File: config.mk
export PLATFORM = sky130hd
export DESIGN_NAME = pq_cmd_sequencer
export DESIGN_NICKNAME = d
export VERILOG_FILES = /design/src/rtl/pq_cmd_sequencer.sv
export SDC_FILE = /design/constraint.sdc
export NUM_CORES = 1
export LEC_CHECK = 0
export BUFFER_PORTS_ARGS = -buffer_cell sky130_fd_sc_hd__buf_2
export CAP_MARGIN = 5
export CORE_AREA = 4 4 108 136
export CTS_BUF_LIST = sky130_fd_sc_hd__clkbuf_2
export DETAILED_ROUTE_END_ITERATION = 12
export DIE_AREA = 0 0 112 140
export PLACE_DENSITY = 0.7
export SYNTH_ARGS = -nofsm -noshare
export SYNTH_HDL_FRONTEND = slang
export SYNTH_SLANG_ARGS = --single-unit
File: constraint.sdc
create_clock -name CLK -period 3.6 [get_ports CLK]
set_input_delay 0.54 -clock CLK [delete_from_list [all_inputs] [get_ports CLK]]
set_output_delay 0.54 -clock CLK [all_outputs]
set_load 0.02 [all_outputs]
File: src/rtl/pq_cmd_sequencer.sv
// Command front-end for the systolic min priority queue: buffers ENQ/DEQ/REPLACE
// commands, issues one strobe per legal command, enforces the settle gap, returns responses.
module pq_cmd_sequencer #(
  parameter int DATA_WIDTH = 16,
  parameter int CMD_DEPTH  = 4,
  parameter int ENQ_GAP    = 2,
  parameter int DEQ_GAP    = 3
) (
  input  logic                  CLK,
  input  logic                  RSTn,
  input  logic                  i_cmd_valid,
  output logic                  o_cmd_ready,
  input  logic [1:0]            i_cmd_op,
  input  logic [DATA_WIDTH-1:0] i_cmd_data,
  output logic                  o_rsp_valid,
  input  logic                  i_rsp_ready,
  output logic [DATA_WIDTH-1:0] o_rsp_data,
  output logic                  o_rsp_err,
  output logic                  o_pq_wrt,
  output logic                  o_pq_read,
  output logic [DATA_WIDTH-1:0] o_pq_data,
  input  logic                  i_pq_full,
  input  logic                  i_pq_empty,
  input  logic [DATA_WIDTH-1:0] i_pq_data
);

  localparam int PW = $clog2(CMD_DEPTH);
  localparam logic [PW:0] PTR_ONE = 1;
  localparam logic [7:0]  CNT_ONE = 8'd1;
  localparam logic [7:0]  ENQ_G   = 8'(ENQ_GAP);
  localparam logic [7:0]  DEQ_G   = 8'(DEQ_GAP);

  typedef enum logic [1:0] {OP_ENQ = 2'b00, OP_DEQ = 2'b01, OP_REP = 2'b10, OP_ILL = 2'b11} op_e;
  typedef enum logic [1:0] {IDLE, ISSUE, SETTLE, RESP} state_e;

  state_e                  state;
  op_e                     op_q;
  logic [7:0]              cnt;
  logic [DATA_WIDTH+1:0]   fifo_mem [CMD_DEPTH];
  logic [PW:0]             wr_ptr;
  logic [PW:0]             rd_ptr;
  logic                    fifo_empty;
  logic                    fifo_full;
  logic                    push;
  logic                    pop;
  op_e                     head_op;
  logic [DATA_WIDTH-1:0]   head_data;
  logic                    head_illegal;
  logic [7:0]              issue_gap;

  // Extra pointer MSB distinguishes full from empty when the index bits match.
  assign fifo_empty  = (wr_ptr == rd_ptr);
  assign fifo_full   = (wr_ptr[PW] != rd_ptr[PW]) && (wr_ptr[PW-1:0] == rd_ptr[PW-1:0]);
  assign o_cmd_ready = !fifo_full;
  assign push        = i_cmd_valid && o_cmd_ready;
  assign pop         = (state == IDLE) && !fifo_empty;
  assign head_op     = op_e'(fifo_mem[rd_ptr[PW-1:0]][DATA_WIDTH+1:DATA_WIDTH]);
  assign head_data   = fifo_mem[rd_ptr[PW-1:0]][DATA_WIDTH-1:0];
  assign issue_gap   = (op_q == OP_ENQ) ? ENQ_G : DEQ_G;

  always_comb begin
    head_illegal = 1'b0;
    case (head_op)
      OP_ENQ:  head_illegal = i_pq_full;
      OP_DEQ:  head_illegal = i_pq_empty;
      OP_REP:  head_illegal = i_pq_empty;
      default: head_illegal = 1'b1;
    endcase
  end

  always_ff @(posedge CLK) begin
    if (push) fifo_mem[wr_ptr[PW-1:0]] <= {i_cmd_op, i_cmd_data};
  end

  always_ff @(posedge CLK or negedge RSTn) begin
    if (!RSTn) begin
      state       <= IDLE;
      op_q        <= OP_ENQ;
      cnt         <= '0;
      wr_ptr      <= '0;
      rd_ptr      <= '0;
      o_rsp_valid <= 1'b0;
      o_rsp_data  <= '0;
      o_rsp_err   <= 1'b0;
      o_pq_wrt    <= 1'b0;
      o_pq_read   <= 1'b0;
      o_pq_data   <= '0;
    end else begin
      if (push) wr_ptr <= wr_ptr + PTR_ONE;
      if (pop)  rd_ptr <= rd_ptr + PTR_ONE;
      case (state)
        IDLE: begin
          if (!fifo_empty) begin
            op_q <= head_op;
            if (head_illegal) begin
              state       <= RESP;
              o_rsp_valid <= 1'b1;
              o_rsp_err   <= 1'b1;
              o_rsp_data  <= (head_op == OP_DEQ) ? '1 : '0;
            end else begin
              state     <= ISSUE;
              o_pq_wrt  <= (head_op != OP_DEQ);
              o_pq_read <= (head_op != OP_ENQ);
              o_pq_data <= head_data;
            end
          end
        end
        ISSUE: begin
          o_pq_wrt   <= 1'b0;
          o_pq_read  <= 1'b0;
          o_rsp_err  <= 1'b0;
          o_rsp_data <= (op_q == OP_ENQ) ? '0 : i_pq_data;
          if (issue_gap == '0) begin
            state       <= RESP;
            o_rsp_valid <= 1'b1;
          end else begin
            cnt   <= issue_gap;
            state <= SETTLE;
          end
        end
        SETTLE: begin
          if (cnt <= CNT_ONE) begin
            cnt         <= '0;
            state       <= RESP;
            o_rsp_valid <= 1'b1;
          end else begin
            cnt <= cnt - CNT_ONE;
          end
        end
        RESP: begin
          if (i_rsp_ready) begin
            o_rsp_valid <= 1'b0;
            state       <= IDLE;
          end
        end
        default: state <= IDLE;
      endcase
    end
  end

endmodule

; Word level (Yosys, flattened, before mapping)
; Memory sizes are Yosys's and may differ from the RTL's.
; Cells that the tools add are included.
; Widths: inputs -> output; s select.
[word_totals]
reg_bits = 54
ram_bits = 72
inputBits = 40
out_inout_bits = 37
wordCells = 85
n_memories = 1
[classes]
add_sub_neg = 3
magnitude_cmp = 1
eq_ne = 16
n_mux = 31
bitwise_logic = 2
n_reduce_logical = 20
[mem_list]
columns = memory, words, width, rd, rd_ports_with_merged_regs, wr, line
row1 = fifo_mem, 4, 18, 1, 0, 1, 39  ; logic [DATA_WIDTH+1:0] fifo_mem [CMD_DEPTH];
[ops]
columns = operator, n
row1 = $mux 16, 4
row2 = $pmux 16 s2, 1
row3 = $mux 8, 2
row4 = $pmux 8 s2, 1
row5 = $ne 2x2->1 const B, 7
row6 = $mux 1, 13
row7 = $reduce_and 3->1, 4
row8 = $le 8x1->1 const B, 1
row9 = $logic_not 8->1, 1
row10 = $mux 2, 4
row11 = $pmux 1 s2, 4
row12 = $pmux 2 s4, 1
row13 = $sub 8x1->8 const B, 1
row14 = $add 3x1->3 const B, 2
row15 = $eq 2x2->1 const B, 3
row16 = $logic_not 2->1, 3
row17 = $reduce_bool 2->1, 3
row18 = $reduce_and 5->1, 1
row19 = $eq 2x1->1 const B, 2
row20 = $pmux 1 s4, 1
row21 = $reduce_and 2->1, 2
row22 = $eq 3x3->1, 1
row23 = $logic_and 1x1->1, 3
row24 = $eq 2x2->1, 1
row25 = other kinds (5), 7

; Longest topological paths before layout
; Gate-level depths: netlist (run 1).
; An unclocked memory read counts as a cell.
[depth]
word_depth = 7
depth_mapped = 9
ltp_nobuf = 7

; Worst setup path before layout (run 1)
; Ideal clock, no wire load.
[synth_timing]
kind = reg-to-reg
start = register rd_ptr[0]
end = register o_rsp_data[15]
setup_time_ps = 79
arrival_time_ps = 2620
t_required_ps = 3521
slack_ps = 900
stages_incl_launch_ff = 10
n_path_buf = 3
synth_period_minus_slack_ps = 2700
cell_sequence = dfrtp_1 -> buf_4 -> mux4_2 -> inv_1 -> ha_1 -> a221o_1 -> a31oi_1 -> buf_2 -> buf_4 -> mux2i_1
[synth_via]
elab_chain_len = 6
word_cells_on_any_way = 14
cone_classes = eq/ne (5) / mux (5) / reduce/logical (3) / memory (1)
[synth_rtl]
columns = item, line
row1 = "start, declared", 41  ; logic [PW:0] rd_ptr;
row2 = "start signal, assigned", 90  ; if (pop) rd_ptr <= rd_ptr + PTR_ONE;
row3 = $mem_v2 4x18 (*), -
row4 = net head_op[0], 46  ; op_e head_op;
row5 = $eq 2x1->1 or $eq 2x2->1 (tied branches), "63, 99"
row6 = $reduce_or 2->1 (no line) or $mux 16 (tied branches), -
row7 = $pmux 1 s2 or $mux 16 (tied branches), "63, 95"
row8 = $ne 2x2->1 (no line) or $mux 16 (tied branches), -
row9 = $reduce_and 3->1 (no line) or $pmux 16 s2 (tied branches), -
row10 = "end signal, assigned", 99  ; o_rsp_data <= (head_op == OP_DEQ) ? '1 : '0;
row11 = "end signal, assigned", 112  ; o_rsp_data <= (op_q == OP_ENQ) ? '0 : i_pq_data;
row12 = "end, declared", 17  ; output logic [DATA_WIDTH-1:0] o_rsp_data,
; Mark *: on every way through the listed nets, which the timed path passes. The rest lies on a longest branch. The select of a mux whose other input is x is not followed.
; A chain may end at the register's enable or synchronous reset.

; Worst setup path in the final report (run 1)
[layout_timing]
start = register rd_ptr[1]
end = register o_pq_data[8] (read register of fifo_mem)
[layout_via]
elab_chain_len = 6
word_cells_on_any_way = 10
cone_classes = eq/ne (3) / mux (1) / bitwise (2) / reduce/logical (3) / memory (1)
[layout_rtl]
columns = item, line
row1 = $mem_v2 4x18 (*), -
row2 = net head_op[0], 46
row3 = $eq 2x1->1 or $eq 2x2->1 (tied branches), 63  ; case (head_op)
row4 = $reduce_or 2->1 (no line), -
row5 = $pmux 1 s2 (*), 63
row6 = $not 1->1 (no line) (*), -
row7 = $reduce_and 3->1 (no line) (*), -
row8 = "end, declared", 21  ; output logic [DATA_WIDTH-1:0] o_pq_data,
; Mark *: on every way through the listed nets, which the timed path passes. The rest lies on a longest branch.

==> impl_metrics.toml, run 1 <==
[clock_network]
htree_levels = 4
cts_root_buf = "clkbuf_2"
clkLatencyLatePin_ns = 0.66
clkSlewWorstSetupHoldPaths_ns = 0.16
cts_tree = "yes"
clk_path_buf_depth = 2
cts_sinks = 126
cts_resized = 0
cts_buffers = 17

[final_layout]
area_growth_pct = 18.8
fill_cells = 1204
postLayoutCellArea_um2 = 6300
drive_above_1_share = 0.352
multiInputGateArea_um2 = 1620
fin_cells = 628
ff_latch_area_um2 = 3510
mostFrequentLayoutCells = "76 x buf_2, 72 x edfxtp_1, 54 x dfrtp_1, 26 x inv_1, 23 x clkbuf_2"
final_common_cell = "buf_2"
nets = 494

[timing]
setup_violations = 0
rsz0062_at_grt = "false"
fmax_ghz = 0.349
layout_setup_ws_ns = 0.737
slew_violations = 0
fin_setup_tns_ns = 0
tightest_slew_ns = 1.11
timing.final.crit_share = 0.795
max-slew-margin-rel = 0.259
hold_violations = 0
layout_min_cycle_time_ns = 2.86
fin_worst_skew_ns = 0.0203

[worst_setup_path]
crit_arrival_ns = 3.41
rrSetupSlack_ns = 0.74
regToRegStartpoint = "rd_ptr[1]"
cp-startpoint = "rd_ptr[1]"
r2r-end = "o_pq_data[8]"
endpoint_kind = "flip-flop"
reg2reg_depth = 6
slowest_delay_ns = 0.73
crit_type = "reg -> reg"
path_cells = "mux4_2 -> inv_1 -> ha_1 -> a221o_1 -> nor2_4 -> mux2_2"
cpMaxStageDelayCell = "dfrtp_1"
startpoint_type = "flip-flop"
worstPathRequired_ns = 4.15
path_max_fanout = 16

[placed_design]
io_buffers = 76
dp_hpwl_mm = 6.88
place_inst = 579
placed_cell_area_um2 = 5900
pre_cts_slack_ns = 0.709
gp_congestion = 0.771

[synthesis]
synth_edf_count = 72
mappedNetlistNets = 387
synth-seq-cells = 126
avgSynthCellArea_um2 = 16.0
synthCells = 332
ys_seq_area_frac = 0.663
synth-async-reset-ratio = 0.429
yosysWarnings = 0
synth.distinct_cells = 41
ys.flop_type = "edfxtp_1"
synth_area_um2 = 5300

[routing]
drt_drc_violations_left = 0
ant_nets = 0
route.detailed.wl_per_inst_um = 16.2
vias = 3053
first_iter_violations = 161
routed_wl_mm = 10.2
via_per_inst = 4.86
dr.pass1.iters = 4

[die]
num_rows = 48
io_pins = 77
die_h_um = 140
design.die.area_um2 = 15700
core_area_um2 = 13500
initial_core_util = 0.392
fp.dieW_um = 112

[global_route]
antenna_found_initial = 1
grt_pass1_wl_mm = 16.6
grt_max_degree = 48
grt_pass1_vias = 3224
grt_usage = 0.139
gr-total-overflow = 0

[pwr]
power.density_nw_per_um2 = 888
leakage_nw = 2.66
ir_drop_mv = 0.440
power_mw = 5.59

[flow_run]
max_cap_violations = 0

[outcome]
status = "finished, final reports clean"

[hold_path]
hp-class = "in -> async"
-- logic make-up (layout without fill, tap and decap cells) --
group / Yosys count / count (layout) / synth area share
simple gates: 47 / 47 / 0.0491
fa+ha+maj: 15 / 15 / 0.0354
flops: 126 / 126 / 0.663
mux: 54 / 54 / 0.148
compound gates: 35 / 35 / 0.0463
buf+inv: 40 / 160 / 0.0333
other cells: 0 / 1 / 0
xor+xnor: 15 / 15 / 0.0248
-- worst max path at each step --
stage | endpoint | cells past startpoint
global placement | o_pq_data[13] | 6
floorplan | o_rsp_data[15] | 9
CTS | o_pq_data[9] | 6
global route | o_pq_data[14] | 6
finish | o_pq_data[8] | 6
detailed placement | o_pq_data[14] | 6
-- power breakdown --
part           internal, mW  total (mW)  switching, mW  leakage (nW)
Combinational          1.08        2.46           1.38          1.18
Clock                 0.397       0.875          0.478         0.159
Sequential             2.01        2.26          0.253          1.32
Total                  3.48        5.59           2.11          2.66
-- flip-flops by register name (all words and copies together), names as in the netlist --
signal	cells
o_rsp_data	16
o_rsp_valid	1
o_pq_wrt	1
o_rsp_err	1
wr_ptr	3
rd_ptr	3
cnt	8
state	2
o_pq_read	1
fifo_mem	72
o_pq_data	16
op_q	2
-- per-stage QoR --
step                hold slack, ns   util
floorplan                    0.244      -
global placement             0.475  0.437
detailed placement           0.493  0.437
CTS                        0.00150  0.460
global route                0.0122  0.466
finish                      0.0801  0.466
-- cell type report --
class / count / area share
clock inverters: 9 / 0.0189
repair buffers: 102 / 0.0977
well taps: 175 / 0.0348
inverters: 26 / 0.0155
diodes: 1 / 0.000397
flip-flops and latches: 126 / 0.558
multi-input cells: 166 / 0.257
clock buffers: 23 / 0.0183
-- cells in the mapped netlist, types with 3 or more instances --
master,number,share of area
edfxtp_1,72,0.41
dfrtp_1,54,0.25
inv_1,26,0.018
a21oi_1,19,0.018
mux2i_1,19,0.036
mux4_2,18,0.076
mux2_2,17,0.036
ha_1,15,0.035
nand2_1,10,0.0071
nor2_1,10,0.0071
xnor2_1,10,0.017
nand3_1,8,0.0076
clkbuf_1,5,0.0035
xor2_1,5,0.0083
and2_1,4,0.0047
nor2b_1,4,0.0047
o21ai_0,4,0.0038
buf_2,3,0.0028
-- critical path, delay by kind of cell, from the launching register on --
family / cells / cell delay, ns
mux: 2 / 0.84
flops: 1 / 0.73
simple gates: 1 / 0.45
compound gates: 1 / 0.39
fa+ha+maj: 1 / 0.25
buf+inv: 1 / 0.10
-- what timing repair did --
action	CTS	global route
setup buffers	0	0
hold endpoints to repair	25	18
hold buffers	8	8
-- routing by layer --
metal,routed length [um],global-route usage
met5,0,0
met4,177,0.0595
met3,538,0.0454
met2,5370,0.238
met1,4120,0.159
Power figures use the tool's default switching activity.
==> inputs of run 2 (changes only) <==
- clock period: 3.6 -> 2.7 ns (I/O delays scaled with it)
==> run 2 against run 1 <==
Effect of this change:
- wire length up 6.1%
- count of clock-buffer cells in the layout shrank 6
- utilization increased by 2.4 points
- power rose by 40%
- global-route usage is 0.84 points higher
- critical path type unchanged
- largest cell class unchanged
==> impl_metrics.toml, run 2 (same netlist as run 1, synthesis figures left out) <==
[placed_design]
dp_hpwl_mm = 7.10
io_buffers = 76
gp_congestion = 0.781

[routing]
first_iter_violations = 175
routed_wl_mm = 10.8
dr.pass1.iters = 4
via_per_inst = 4.87
ant_nets = 0
vias = 3172
drt_drc_violations_left = 0
route.detailed.wl_per_inst_um = 16.6

[global_route]
grt_pass1_vias = 3532
use_met1 = 0.164
grt_most_used_layer = "met2"
grt_usage = 0.147
use_met3 = 0.0402
use_met2 = 0.269
antenna_found_initial = 1
grt_pass1_wl_mm = 17.9
gr-total-overflow = 0
grt_max_degree = 22

[outcome]
status = "finished, final reports clean"

[clock_network]
cts_buffers = 17
cts_tree = "yes"
htree_levels = 4
clk_path_buf_depth = 2
cts_root_buf = "clkbuf_2"
clkLatencyLatePin_ns = 0.66
post_cts_buffers = 0
cts_sinks = 126
clkSlewWorstSetupHoldPaths_ns = 0.21

[timing]
hold_violations = 0
layout_min_cycle_time_ns = 2.49
max-slew-margin-rel = 0.262
rsz0062_at_grt = "false"
timing.final.crit_share = 0.923
fin_setup_tns_ns = 0
tightest_slew_ns = 1.10
fin_worst_skew_ns = 0.0289
slew_violations = 0
fmax_ghz = 0.401
setup_violations = 0

[die]
io_pins = 77
die_h_um = 140
design.die.area_um2 = 15700
num_rows = 48
initial_core_util = 0.392
core_area_um2 = 13500
fp.dieW_um = 112

[final_layout]
fin_util = 0.490
nets = 518
area_growth_pct = 24.9
final_common_cell = "buf_2"
mostFrequentLayoutCells = "76 x buf_2, 72 x edfxtp_1, 53 x dfrtp_1, 35 x dlygate4sd3_1, 26 x inv_1"
largest_reg_flops = 72
drive_above_1_share = 0.351

[worst_setup_path]
cp-startpoint = "rd_ptr[0]"
reg2reg_depth = 7
rrSetupSlack_ns = 0.21
startpoint_type = "flip-flop"
path_max_fanout = 16
worstPathRequired_ns = 3.25
regToRegStartpoint = "rd_ptr[0]"
crit_type = "reg -> reg"
endpoint_kind = "flip-flop"
r2r-end = "o_pq_data[3]"
crit_arrival_ns = 3.04

[flow_run]
max_cap_violations = 0

[pwr]
power.density_nw_per_um2 = 1180
leakage_nw = 2.77
ir_drop_mv = 0.579

[hold_path]
hp-class = "in -> async"
==> run 2: worst max path at each step <==
stage                                 to
after floorplan           o_rsp_data[15]
after global placement          o_pq_wrt
after detailed placement   o_rsp_data[9]
after CTS                  o_rsp_data[9]
after global routing      o_rsp_data[10]
final                       o_pq_data[3]
==> run 2: timing repair <==
| item | 4_1_cts | 5_1_grt |
|---|---|---|
| setup endpoints to repair | 0 | 12 |
| endpoints found under the hold margin | 121 | 0 |
| hold buffers | 35 | 0 |
| resized for setup | 0 | 2 |
==> run 2: area by class of cell <==
cell class / count / area, um2
fill: 1164 / 6890
inverter: 26 / 97.6
clock buffer: 17 / 85.1
timing repair buffer: 126 / 868
clock inverter: 15 / 209
sequential: 126 / 3510
tap: 175 / 219
antenna: 1 / 2.50
multi-input combinational: 166 / 1620
==> run 2: power by group <==
group | switching [mW] | leakage (nW) | internal (mW)
registers | 0.324 | 1.32 | 2.68
clock network | 0.746 | 0.150 | 0.618
logic | 1.91 | 1.30 | 1.56
total | 2.98 | 2.77 | 4.86
==> run 2: per-stage QoR <==
stage	total power, mW	cells	cell area, um2	setup slack (ns)	hold slack, ns
after global placement	6.36	584	5970	0.213	0.352
final	7.84	652	6620	0.207	0.162
after global routing	8.40	652	6620	0.0244	0.126
after detailed placement	6.53	584	5970	0.125	0.363
after floorplan	5.51	332	5300	0.000445	0.109
after CTS	7.94	651	6610	0.115	0.107
==> run 2: critical path: stages, from the launching register on <==
cell	delay, ns
dfrtp_2	0.46
mux4_2	0.55
inv_1	0.09
ha_1	0.26
a221o_1	0.39
nor2_4	0.15
buf_12	0.17
mux2_2	0.34
==> run 2: metal layers <==
metal | wire (um) | up-vias
li1 | - | 1487
met1 | 4260 | 1588
met2 | 5950 | 85
met3 | 484 | 12
met4 | 131 | 0
met5 | 0 | -
